## config.mk

```make
export PLATFORM = sky130hd
export DESIGN_NAME = ntt_stage_ctrl
export DESIGN_NICKNAME = d
export VERILOG_FILES = /design/src/rtl/ntt_stage_ctrl_pkg.sv /design/src/rtl/ntt_ctrl_delay.sv /design/src/rtl/ntt_stage_ctrl.sv
export SDC_FILE = /design/constraint.sdc
export NUM_CORES = 1
export LEC_CHECK = 0
export BUFFER_PORTS_ARGS = -buffer_cell sky130_fd_sc_hd__clkbuf_2
export CORE_MARGIN = 2
export CORE_UTILIZATION = 50
export CTS_CLUSTER_DIAMETER = 50
export DETAILED_ROUTE_END_ITERATION = 10
export PLACE_DENSITY = 0.82
export SYNTH_ARGS = -nofsm -noshare
export SYNTH_HDL_FRONTEND = slang
export SYNTH_SLANG_ARGS = --single-unit
```

## constraint.sdc

```tcl
create_clock -name clk -period 3.8 [get_ports clk]
set_clock_uncertainty 0.05 [all_clocks]
set_input_delay 0.38 -clock clk [delete_from_list [all_inputs] [get_ports clk]]
set_output_delay 0.38 -clock clk [all_outputs]
set_load 0.02 [all_outputs]
```

## src/rtl/ntt_stage_ctrl_pkg.sv

```systemverilog
// Shared types and helpers for the NTT stage controller.
//   ctrl_state_e : controller FSM states
//   stage_mode_e : how this stage relates to the current ring length
//   classify_stage / pair_count_log2 : stage-mode and pair-count helpers
package ntt_stage_ctrl_pkg;

    // Width of the runtime log2 ring-length input.
    localparam int LEN_WIDTH = 4;

    typedef enum logic [1:0] {
        IDLE  = 2'd0,
        RUN_A = 2'd1,
        RUN_B = 2'd2,
        DRAIN = 2'd3
    } ctrl_state_e;

    typedef enum logic [1:0] {
        NORMAL  = 2'd0,
        LEADING = 2'd1,
        BYPASS  = 2'd2
    } stage_mode_e;

    // A stage at or beyond the ring length only copies data through; the
    // stage just below it is the first one that really transforms.
    function automatic stage_mode_e classify_stage(input int stage_num, input int log2_len);
        stage_mode_e mode;
        if (stage_num >= log2_len) begin
            mode = BYPASS;
        end else if (stage_num == log2_len - 1) begin
            mode = LEADING;
        end else begin
            mode = NORMAL;
        end
        return mode;
    endfunction

    // log2 of the number of line pairs per polynomial.
    function automatic int pair_count_log2(input int log2_len, input int line_log2);
        return log2_len - line_log2 - 1;
    endfunction

endpackage

```

## src/rtl/ntt_ctrl_delay.sv

```systemverilog
// Fixed-depth shift register that matches the butterfly pipeline latency.
//   clk, rst : clock, synchronous active-high clear of every stage
//   din      : word entering the pipeline
//   dout     : din delayed by exactly DEPTH cycles (registered)
module ntt_ctrl_delay #(
    parameter int WIDTH = 8,
    parameter int DEPTH = 6
) (
    input  logic             clk,
    input  logic             rst,
    input  logic [WIDTH-1:0] din,
    output logic [WIDTH-1:0] dout
);

    logic [WIDTH-1:0] pipe_r [DEPTH];

    // Shift the word one stage per cycle; reset empties every stage.
    always_ff @(posedge clk) begin
        if (rst) begin
            for (int i = 0; i < DEPTH; i++) begin
                pipe_r[i] <= '0;
            end
        end else begin
            pipe_r[0] <= din;
            for (int i = 1; i < DEPTH; i++) begin
                pipe_r[i] <= pipe_r[i-1];
            end
        end
    end

    assign dout = pipe_r[DEPTH-1];

endmodule

```

## src/rtl/ntt_stage_ctrl.sv

```systemverilog
// Address/control sequencer for one NTT stage over a two-polynomial ping-pong.
// Inputs : clk, rst (sync, active-high), log2_len, in_empty, out_full, rob_empty
// Outputs: in_addrA/in_addrB, poly_sel, bf_valid, bf_bypass, rou_addr (read side),
//          out_addrA/out_addrB, out_wen, out_poly_sel (write side, BF_LATENCY later),
//          in_rd_finish, out_wr_finish (completion pulses), busy.
module ntt_stage_ctrl
    import ntt_stage_ctrl_pkg::*;
#(
    parameter int LINE_SIZE    = 4,
    parameter int ADDR_WIDTH   = 9,
    parameter int STAGE_NUM    = 9,
    parameter int MAX_LOG2_LEN = 11,
    parameter int BF_LATENCY   = 6
) (
    input  logic                  clk,
    input  logic                  rst,
    input  logic [LEN_WIDTH-1:0]  log2_len,
    input  logic                  in_empty,
    input  logic                  out_full,
    input  logic                  rob_empty,
    output logic [ADDR_WIDTH-1:0] in_addrA,
    output logic [ADDR_WIDTH-1:0] in_addrB,
    output logic                  poly_sel,
    output logic                  bf_valid,
    output logic                  bf_bypass,
    output logic [ADDR_WIDTH-1:0] rou_addr,
    output logic [ADDR_WIDTH-1:0] out_addrA,
    output logic [ADDR_WIDTH-1:0] out_addrB,
    output logic                  out_wen,
    output logic                  out_poly_sel,
    output logic                  in_rd_finish,
    output logic                  out_wr_finish,
    output logic                  busy
);

    localparam int LINE_LOG2 = $clog2(LINE_SIZE);
    // Butterfly distance in lines for this stage.
    localparam int SL = STAGE_NUM - LINE_LOG2;
    localparam logic [ADDR_WIDTH-1:0] SL_STEP = ADDR_WIDTH'(32'd1 << SL);
    localparam logic [ADDR_WIDTH-1:0] SL_MASK = ADDR_WIDTH'((32'd1 << SL) - 32'd1);
    localparam logic [ADDR_WIDTH-1:0] ONE_A   = {{(ADDR_WIDTH-1){1'b0}}, 1'b1};
    // Delay word: {last, poly_sel, bf_valid, in_addrB, in_addrA}
    localparam int DLY_W = 2 * ADDR_WIDTH + 3;

    ctrl_state_e            state_r, state_n;
    stage_mode_e            mode_r, mode_in_s;
    logic [ADDR_WIDTH-1:0]  j_r, j_n;
    logic [ADDR_WIDTH-1:0]  p_last_r, p_last_s;
    int                     pl2_s;
    logic                   start_s, issue_s, last_pair_s;
    logic [ADDR_WIDTH-1:0]  addr_a_s, addr_b_s, rou_s;
    logic [ADDR_WIDTH-1:0]  in_addr_a_r, in_addr_b_r, rou_addr_r;
    logic                   poly_sel_r, bf_valid_r, bf_bypass_r, last_r;
    logic                   in_rd_finish_r, out_wr_finish_r, busy_r;
    logic [DLY_W-1:0]       dly_in_s, dly_out_s;
    logic                   dly_last_s;

    // Start qualification and per-transaction constants derived from the live length input.
    always_comb begin
        mode_in_s = classify_stage(STAGE_NUM, int'(log2_len));
        pl2_s     = pair_count_log2(int'(log2_len), LINE_LOG2);
        if (pl2_s < 0) begin
            p_last_s = '0;
        end else begin
            p_last_s = ADDR_WIDTH'((32'd1 << pl2_s) - 32'd1);
        end
        // The leading stage must also wait for reorder-buffer work.
        start_s = !in_empty && !out_full && ((mode_in_s != LEADING) || !rob_empty);
    end

    // Read-side address generation for the current pair index.
    always_comb begin
        issue_s     = (state_r == RUN_A) || (state_r == RUN_B);
        last_pair_s = (j_r == p_last_r);
        if (mode_r == BYPASS) begin
            addr_a_s = {j_r[ADDR_WIDTH-2:0], 1'b0};
            addr_b_s = {j_r[ADDR_WIDTH-2:0], 1'b1};
            rou_s    = '0;
        end else begin
            // Insert a zero at bit SL: pairs are (block base + offset, +2^SL).
            addr_a_s = ((j_r >> SL) << (SL + 1)) | (j_r & SL_MASK);
            addr_b_s = addr_a_s + SL_STEP;
            rou_s    = j_r & SL_MASK;
        end
    end

    // Next-state and pair-counter logic.
    always_comb begin
        state_n = state_r;
        j_n     = j_r;
        case (state_r)
            IDLE: begin
                j_n = '0;
                if (start_s) begin
                    state_n = RUN_A;
                end else begin
                    state_n = IDLE;
                end
            end
            RUN_A: begin
                if (last_pair_s) begin
                    state_n = RUN_B;
                    j_n     = '0;
                end else begin
                    j_n = j_r + ONE_A;
                end
            end
            RUN_B: begin
                if (last_pair_s) begin
                    state_n = DRAIN;
                    j_n     = '0;
                end else begin
                    j_n = j_r + ONE_A;
                end
            end
            DRAIN: begin
                // Leave as the final write emerges, so IDLE coincides with out_wr_finish.
                if (dly_last_s) begin
                    state_n = IDLE;
                end else begin
                    state_n = DRAIN;
                end
            end
            default: begin
                state_n = IDLE;
                j_n     = '0;
            end
        endcase
    end

    // State, counter and per-transaction latches (length is frozen on IDLE exit).
    always_ff @(posedge clk) begin
        if (rst) begin
            state_r  <= IDLE;
            j_r      <= '0;
            mode_r   <= NORMAL;
            p_last_r <= '0;
        end else begin
            state_r <= state_n;
            j_r     <= j_n;
            if ((state_r == IDLE) && start_s) begin
                mode_r   <= mode_in_s;
                p_last_r <= p_last_s;
            end
        end
    end

    // Registered read-side outputs and completion pulses.
    always_ff @(posedge clk) begin
        if (rst) begin
            in_addr_a_r     <= '0;
            in_addr_b_r     <= '0;
            rou_addr_r      <= '0;
            poly_sel_r      <= 1'b0;
            bf_valid_r      <= 1'b0;
            bf_bypass_r     <= 1'b0;
            last_r          <= 1'b0;
            in_rd_finish_r  <= 1'b0;
            out_wr_finish_r <= 1'b0;
            busy_r          <= 1'b0;
        end else begin
            in_addr_a_r     <= issue_s ? addr_a_s : '0;
            in_addr_b_r     <= issue_s ? addr_b_s : '0;
            rou_addr_r      <= issue_s ? rou_s : '0;
            poly_sel_r      <= (state_r == RUN_B);
            bf_valid_r      <= issue_s;
            bf_bypass_r     <= issue_s && (mode_r == BYPASS);
            last_r          <= (state_r == RUN_B) && last_pair_s;
            in_rd_finish_r  <= last_r;
            out_wr_finish_r <= dly_last_s;
            busy_r          <= (state_n != IDLE);
        end
    end

    assign dly_in_s = {last_r, poly_sel_r, bf_valid_r, in_addr_b_r, in_addr_a_r};

    ntt_ctrl_delay #(
        .WIDTH (DLY_W),
        .DEPTH (BF_LATENCY)
    ) u_delay (
        .clk  (clk),
        .rst  (rst),
        .din  (dly_in_s),
        .dout (dly_out_s)
    );

    assign dly_last_s    = dly_out_s[DLY_W-1];
    assign out_poly_sel  = dly_out_s[DLY_W-2];
    assign out_wen       = dly_out_s[DLY_W-3];
    assign out_addrB     = dly_out_s[2*ADDR_WIDTH-1:ADDR_WIDTH];
    assign out_addrA     = dly_out_s[ADDR_WIDTH-1:0];

    assign in_addrA      = in_addr_a_r;
    assign in_addrB      = in_addr_b_r;
    assign rou_addr      = rou_addr_r;
    assign poly_sel      = poly_sel_r;
    assign bf_valid      = bf_valid_r;
    assign bf_bypass     = bf_bypass_r;
    assign in_rd_finish  = in_rd_finish_r;
    assign out_wr_finish = out_wr_finish_r;
    assign busy          = busy_r;

endmodule

```

# Yosys cells after proc, flatten, opt, wreduce, memory -nomap -nowiden
# Memory sizes are Yosys's and may differ from the RTL's.
# Index checks and enable logic that the tools add are counted.
totals:
  regBits: 56
  ramBits: 126
  input_bits: 9
  output_inout_bits: 53
  elab_cells: 78
  n_memories: 1
mem_list:
  columns: ["name", "words", "width", "rd", "rd_ports_with_merged_regs", "write_ports", "line", "text"]
  rows:
  - ["u_delay.pipe_r", 6, 21, 6, 0, 6, "ntt_ctrl_delay.sv:15", "logic [WIDTH-1:0] pipe_r [DEPTH];"]
classes:
  n_addsub: 6
  n_lt_le_gt_ge: 2
  eq_ne: 7
  n_shift: 1
  muxes: 21
  bitwise_logic: 8
  n_reduce_logical: 16
op_table:
  columns: ["operator", "n"]
  rows:
  - ["21-bit two-way mux", 6]
  - ["9-bit two-way mux", 4]
  - ["1-bit by 32-bit << shifter with 9-bit output (first input constant)", 1]
  - ["9-bit one-hot mux with 2 select lines", 1]
  - ["9-bit by 1-bit adder with 9-bit output (second input constant)", 1]
  - ["9-bit by 8-bit adder with 9-bit output (second input constant)", 1]
  - ["9-bit equality test", 1]
  - ["9-bit by 7-bit bitwise OR with 9-bit output", 1]
  - ["9-bit by 1-bit subtractor with 9-bit output (second input constant)", 1]
  - ["2-bit two-way mux", 4]
  - ["2-bit one-hot mux with 4 select lines", 1]
  - ["2-bit equality test (second input constant)", 3]
  - ["6-bit by 1-bit less-than comparator with 1-bit output (second input constant)", 1]
  - ["1-bit bitwise OR", 6]
  - ["5-bit by 2-bit subtractor with 6-bit output (second input constant)", 1]
  - ["5-bit equality test (first input constant)", 1]
  - ["1-bit logical AND", 5]
  - ["1-bit two-way mux", 5]
  - ["4-bit by 1-bit subtractor with 5-bit output (second input constant)", 1]
  - ["4-bit by 2-bit subtractor with 5-bit output (second input constant)", 1]
  - ["4-bit greater-or-equal comparator (first input constant)", 1]
  - ["2-bit nonzero test", 2]
  - ["2-bit OR reduction", 2]
  - ["1-bit zero test", 3]
  - ["other kinds (6)", 7]

# Logic depth before layout (Yosys ltp)
depth:
  ltp_word: 10
  mapped_depth: 12
  ltp_nobuf: 12

# Hierarchy
# A second synthesis with hierarchy kept.
unflattened:
  hier_cells: 544
  hier_area_um2: 5990.7
by_module_without_submodules:
  columns: ["module", "n_inst", "cells_per_inst", "area_per_inst_um2", "seq_area_each_um2"]
  rows:
  - ["ntt_ctrl_delay", 1, 287, 3653.5, 2522.4]
  - ["ntt_stage_ctrl", 1, 257, 2337.2, 920.9]

# Worst setup path after synthesis
# No wires, ideal clock.
synth_path:
  kind: "in2reg"
  start: "input log2_len[1]"
  end: "register p_last_r[6]"
  setup_ns: 0.058
  arrival_time_ns: 2.316
  t_required_ns: 3.692
  slack_ns: 1.376
  stages: 11
  path_buffers: 0
  cell_sequence: "inv_1 > ha_1 > xnor2_4 > xor2_2 > o221a_2 > nand3_1 > ha_1 > nor3_1 > mux2i_1 > o22ai_1 > o21a_1"
synth_between:
  elab_chain_len: 8
  elab_cells_between_ends: 15
  cone_classes: "add/sub (4); order compare (2); eq/ne (2); shift (1); mux (3); reduce/logical (3)"
synth_rtl:
  columns: ["element", "line", "text"]
  rows:
  - ["start: declaration", "ntt_stage_ctrl.sv:17", "input logic [LEN_WIDTH-1:0] log2_len,"]
  - ["parallel branches: the longest is 8 deep, another holds 9-bit by 1-bit subtractor with 9-bit output", null, null]
  - ["end signal: assignment", "ntt_stage_ctrl.sv:143", "p_last_r <= p_last_s;"]
  - ["end: declaration", "ntt_stage_ctrl.sv:48", "logic [ADDR_WIDTH-1:0] p_last_r, p_last_s;"]
# Several ways; the timed one is not identified.
# A chain may end at the register's enable or synchronous reset.

# Worst setup path in the final report
layout_path:
  start: "input log2_len[1]"
  end: "register p_last_r[8]"
# The elaborated chain is that of the path after synthesis.

==> results.md <==
- CTS Sinks: 129
- Synth warnings: 0
- Cells after Synth: 452
- Vias/cell: 4.72
- DP Wirelength: 5.04 mm
- CTS max path bufs: 2
- Number of global-route vias before repair: 2865
- Post-synth EDFFs: 0
- Hold_sp: log2_len[3]
- Largest family of logic cells by synthesized area: simple AND/OR/NAND/NOR gates
- CP endpoint kind: flip-flop
- Average wire per standard cell: 12.1 um
- WL final: 7.57 mm
- Mux cell area share after synthesis: 0.629%
- Rel. slew slack: 38.6%
- Worst-Margin Slew: 0.921 ns
- Number of cell rows: 35
- Leakage power: 2.40 nW
- Synth top area cells: dfxtp_1 (54%), nor2b_1 (12%), buf_4 (4.4%)
- Yosys reg bits: 129
- Total congestion overflow: 0
- Hold Crit Endpoint: mode_r[1]$_SDFFE_PP0P_
- P_sw: 0.000723 W
- Hold Path Depth: 2
- H-tree Lvls: 4
- Synth Flop Type: dfxtp_1
- 1st-iter DRT viols: 97
- Post-route ant nets: 0
- Final period util: 65.1%
- WP data arrival: 2.84 ns
- Biggest area consumer among synthesized cells: dfxtp_1
- Synth cell types: 60
- CTS root buffer: clkbuf_8
- XOR/XNOR Fraction of Synth Area: 4.96%
- Final count of negative-setup-slack endpoints: 0
- Vias: 2957
- Status: finished clean
- CTS tree: built
- Die width: 102 um
- Post-CTS setup buffer count: 0
- Switching share of total power: 23.3%
- Post-CTS resize count: 0
- Setup slack, reg-to-reg: 1.83 ns
- Layout area overhead: 15.8%
- Tot GR Track Use: 16.3%
- Most frequent cells in the layout: dfxtp_1 (129), nor2b_1 (90), clkbuf_2 (58), nor2_1 (25)
- Final hold vios: 0
- Critical Path Source Type: input pin
- Filler instances: 770
- Worst path slowest cell: ha_1
- Critical path data required time: 4.16 ns
- CP Cell Sequence: clkbuf_2 -> inv_1 -> ha_1 -> xnor2_4 -> xor2_2 -> o221a_2 -> nand3_1 -> ha_1 -> inv_1 -> nand2_1 -> nor4_1 -> a21oi_1 -> o32ai_1
- RSZ-0062 raised after global routing: false
- Post-Synth Adder-Cell Area: 4.20%
- Die area: 10300 um2
- Combinational power share: 6.3%
- Power share of the clock group: 49.2%
- Fmax: 404 MHz
- Post-synthesis simple-gate area fraction: 21.0%
- # diodes: 0
- # hold bufs at CTS: 0
- Share of cells above drive strength 1: 21.9%
- CTS clk-pin slew, worst paths: 0.06 ns
- Commonest non-fill, non-tap cell in the layout: dfxtp_1
- Sequential power share: 44.5%
- Power Density: 562 nW/um2
- Post-synthesis sequential area ratio: 54.1%
- Mapped Area: 4770 um2
- Largest net degree at the start of global routing: 103
- Max Cap Viol: 0
- Async SR Flop Fraction: 0%
- I/O pin cnt: 62
- Worst-Skew Late Latency: 0.50 ns
- R2R cell count: 6
- Initial antenna violation count: 0
- Slew Viols, Final: 0
- Drt first pass iters: 5
- Crit Reg-Reg Startpoint: j_r[5]$_SDFFE_PP0P_
- Initial Utilization: 51.6%
- Period minus WS final: 2.47 ns
- IO buf count: 59
- Final setup TNS: 0 ns
- Largest stage delay, worst path: 0.32 ns
- Crit Reg-Reg Endpoint: busy$_SDFF_PP0_
- Total CTS buffers: 17
- DRC: 0
- First-pass GRT wire length: 13.0 mm
- Critical Setup Path Class: in2reg
- Compound-Gate Fraction of Synth Area: 8.21%
- Int Power: 0.00238 W
- Maximum VDD drop: 0.000251 V
- Share of the synthesized area in the top cell type: 54.1%
- Synthesized area per cell: 10.6 um2
- Min-Delay Path Class: in2reg
- Fin nets: 510
- Hold Slack: 0.201 ns
- Chip Height: 102 um
- Crit path max fanout: 9
- Total core area: 9240 um2
- Routability congestion estimate: 0.886
## how the worst max path moves through the flow
stage	startpoint	endpoint	slack [ns]	cells after the start
final	log2_len[1]	p_last_r[8]$_SDFFE_PP0P_	1.33	13
after global routing	log2_len[0]	p_last_r[6]$_SDFFE_PP0P_	1.07	12
after CTS	log2_len[1]	p_last_r[6]$_SDFFE_PP0P_	1.34	12
after detailed placement	log2_len[1]	p_last_r[6]$_SDFFE_PP0P_	0.84	12
after global placement	log2_len[1]	p_last_r[8]$_SDFFE_PP0P_	0.94	13
after floorplan	log2_len[1]	p_last_r[6]$_SDFFE_PP0P_	1.38	11
## final cells by class
type                       count  area (um2)  share of cell area [%]
clock buffer                  18         418                    7.56
clock inverter                14         156                    2.83
inverter                      11        41.3                   0.747
multi-input combinational    267        1870                    33.8
sequential                   129        2580                    46.7
tap                          129         161                    2.92
timing repair buffer          59         298                    5.39
## layer usage
metal / vias to the layer above / GRT usage, % / share of wire [%] / wire, um
met5: - / 0 / 0 / 0
met4: 0 / 6.13 / 1.5 / 117
met3: 13 / 6.49 / 4.3 / 327
met2: 71 / 28.0 / 52 / 3900
met1: 1364 / 18.2 / 43 / 3220
li1: 1509 / - / - / -
## sequential cells by signal (all words and copies together), names as in the netlist
signal          count
j_r                 9
poly_sel            1
last_r              1
busy                1
rou_addr            7
in_addrB            9
u_delay.pipe_r     84
state_r             2
out_wr_finish       1
bf_bypass           1
mode_r              2
p_last_r            9
in_addrA            1
bf_valid            1
## worst max-delay path, delay by kind of cell
family / cells / cell delay, ns
AO/OA/AOI/OAI: 3 / 0.52
buffers and inverters: 3 / 0.41
XOR/XNOR: 2 / 0.51
AND/OR/NAND/NOR: 3 / 0.38
adder cells (fa/ha/maj): 2 / 0.64
## cell families (layout without fill, tap and decap cells)
kind of cell               after synthesis  in the layout
AOI/OAI and AO/OA                       50             50
xor gates and xnor gates                24             24
adders and majority gates               16             16
buffers and inverters                   57            102
DFF                                    129            129
muxes                                    3              3
other                                    1              2
and+or+nand+nor                        172            172
## cell usage after synthesis, types with 2 or more instances
cell type and count:
nand3_1 3, xor2_1 15, buf_2 4, or2_1 2, mux2i_1 3, dfxtp_1 129, nand4_1 4, inv_1 10
nand3b_1 3, o22ai_1 3, a21oi_1 12, xnor2_1 7, a311oi_1 2, nand2b_1 3, nor4_1 2, buf_4 28
o32ai_1 2, ha_1 16, nor3_1 7, clkbuf_1 14, and2_1 9, nand2_1 13, a21o_1 6, nor2b_1 90
nor2_1 25, a221oi_1 2, o21ai_1 5
## power groups by stage
| stage | registers (W) | clock network (W) | logic, W |
|---|---|---|---|
| 6_report | 0.00138 | 0.00153 | 0.000195 |
| 5_1_grt | 0.00138 | 0.00163 | 0.000217 |
| 4_1_cts | 0.00138 | 0.00156 | 0.000196 |
| 3_5_place_dp | 0.00141 | 0 | 0.000194 |
| 3_3_place_gp | 0.00141 | 0 | 0.000192 |
| 2_1_floorplan | 0.00141 | 0 | 0.000154 |
## through the flow
step           power (W)  instances  setup WS (ns)  area, um2  util (%)
2_1_floorplan    0.00156        453           1.38       4770         -
3_3_place_gp     0.00160        595          0.944       4950      53.6
3_5_place_dp     0.00161        595          0.839       4950      53.6
4_1_cts          0.00314        627           1.34       5530      59.8
5_1_grt          0.00323        627           1.07       5530      59.8
6_report         0.00311        627           1.33       5530      59.8
Power figures use the tool's default switching activity.
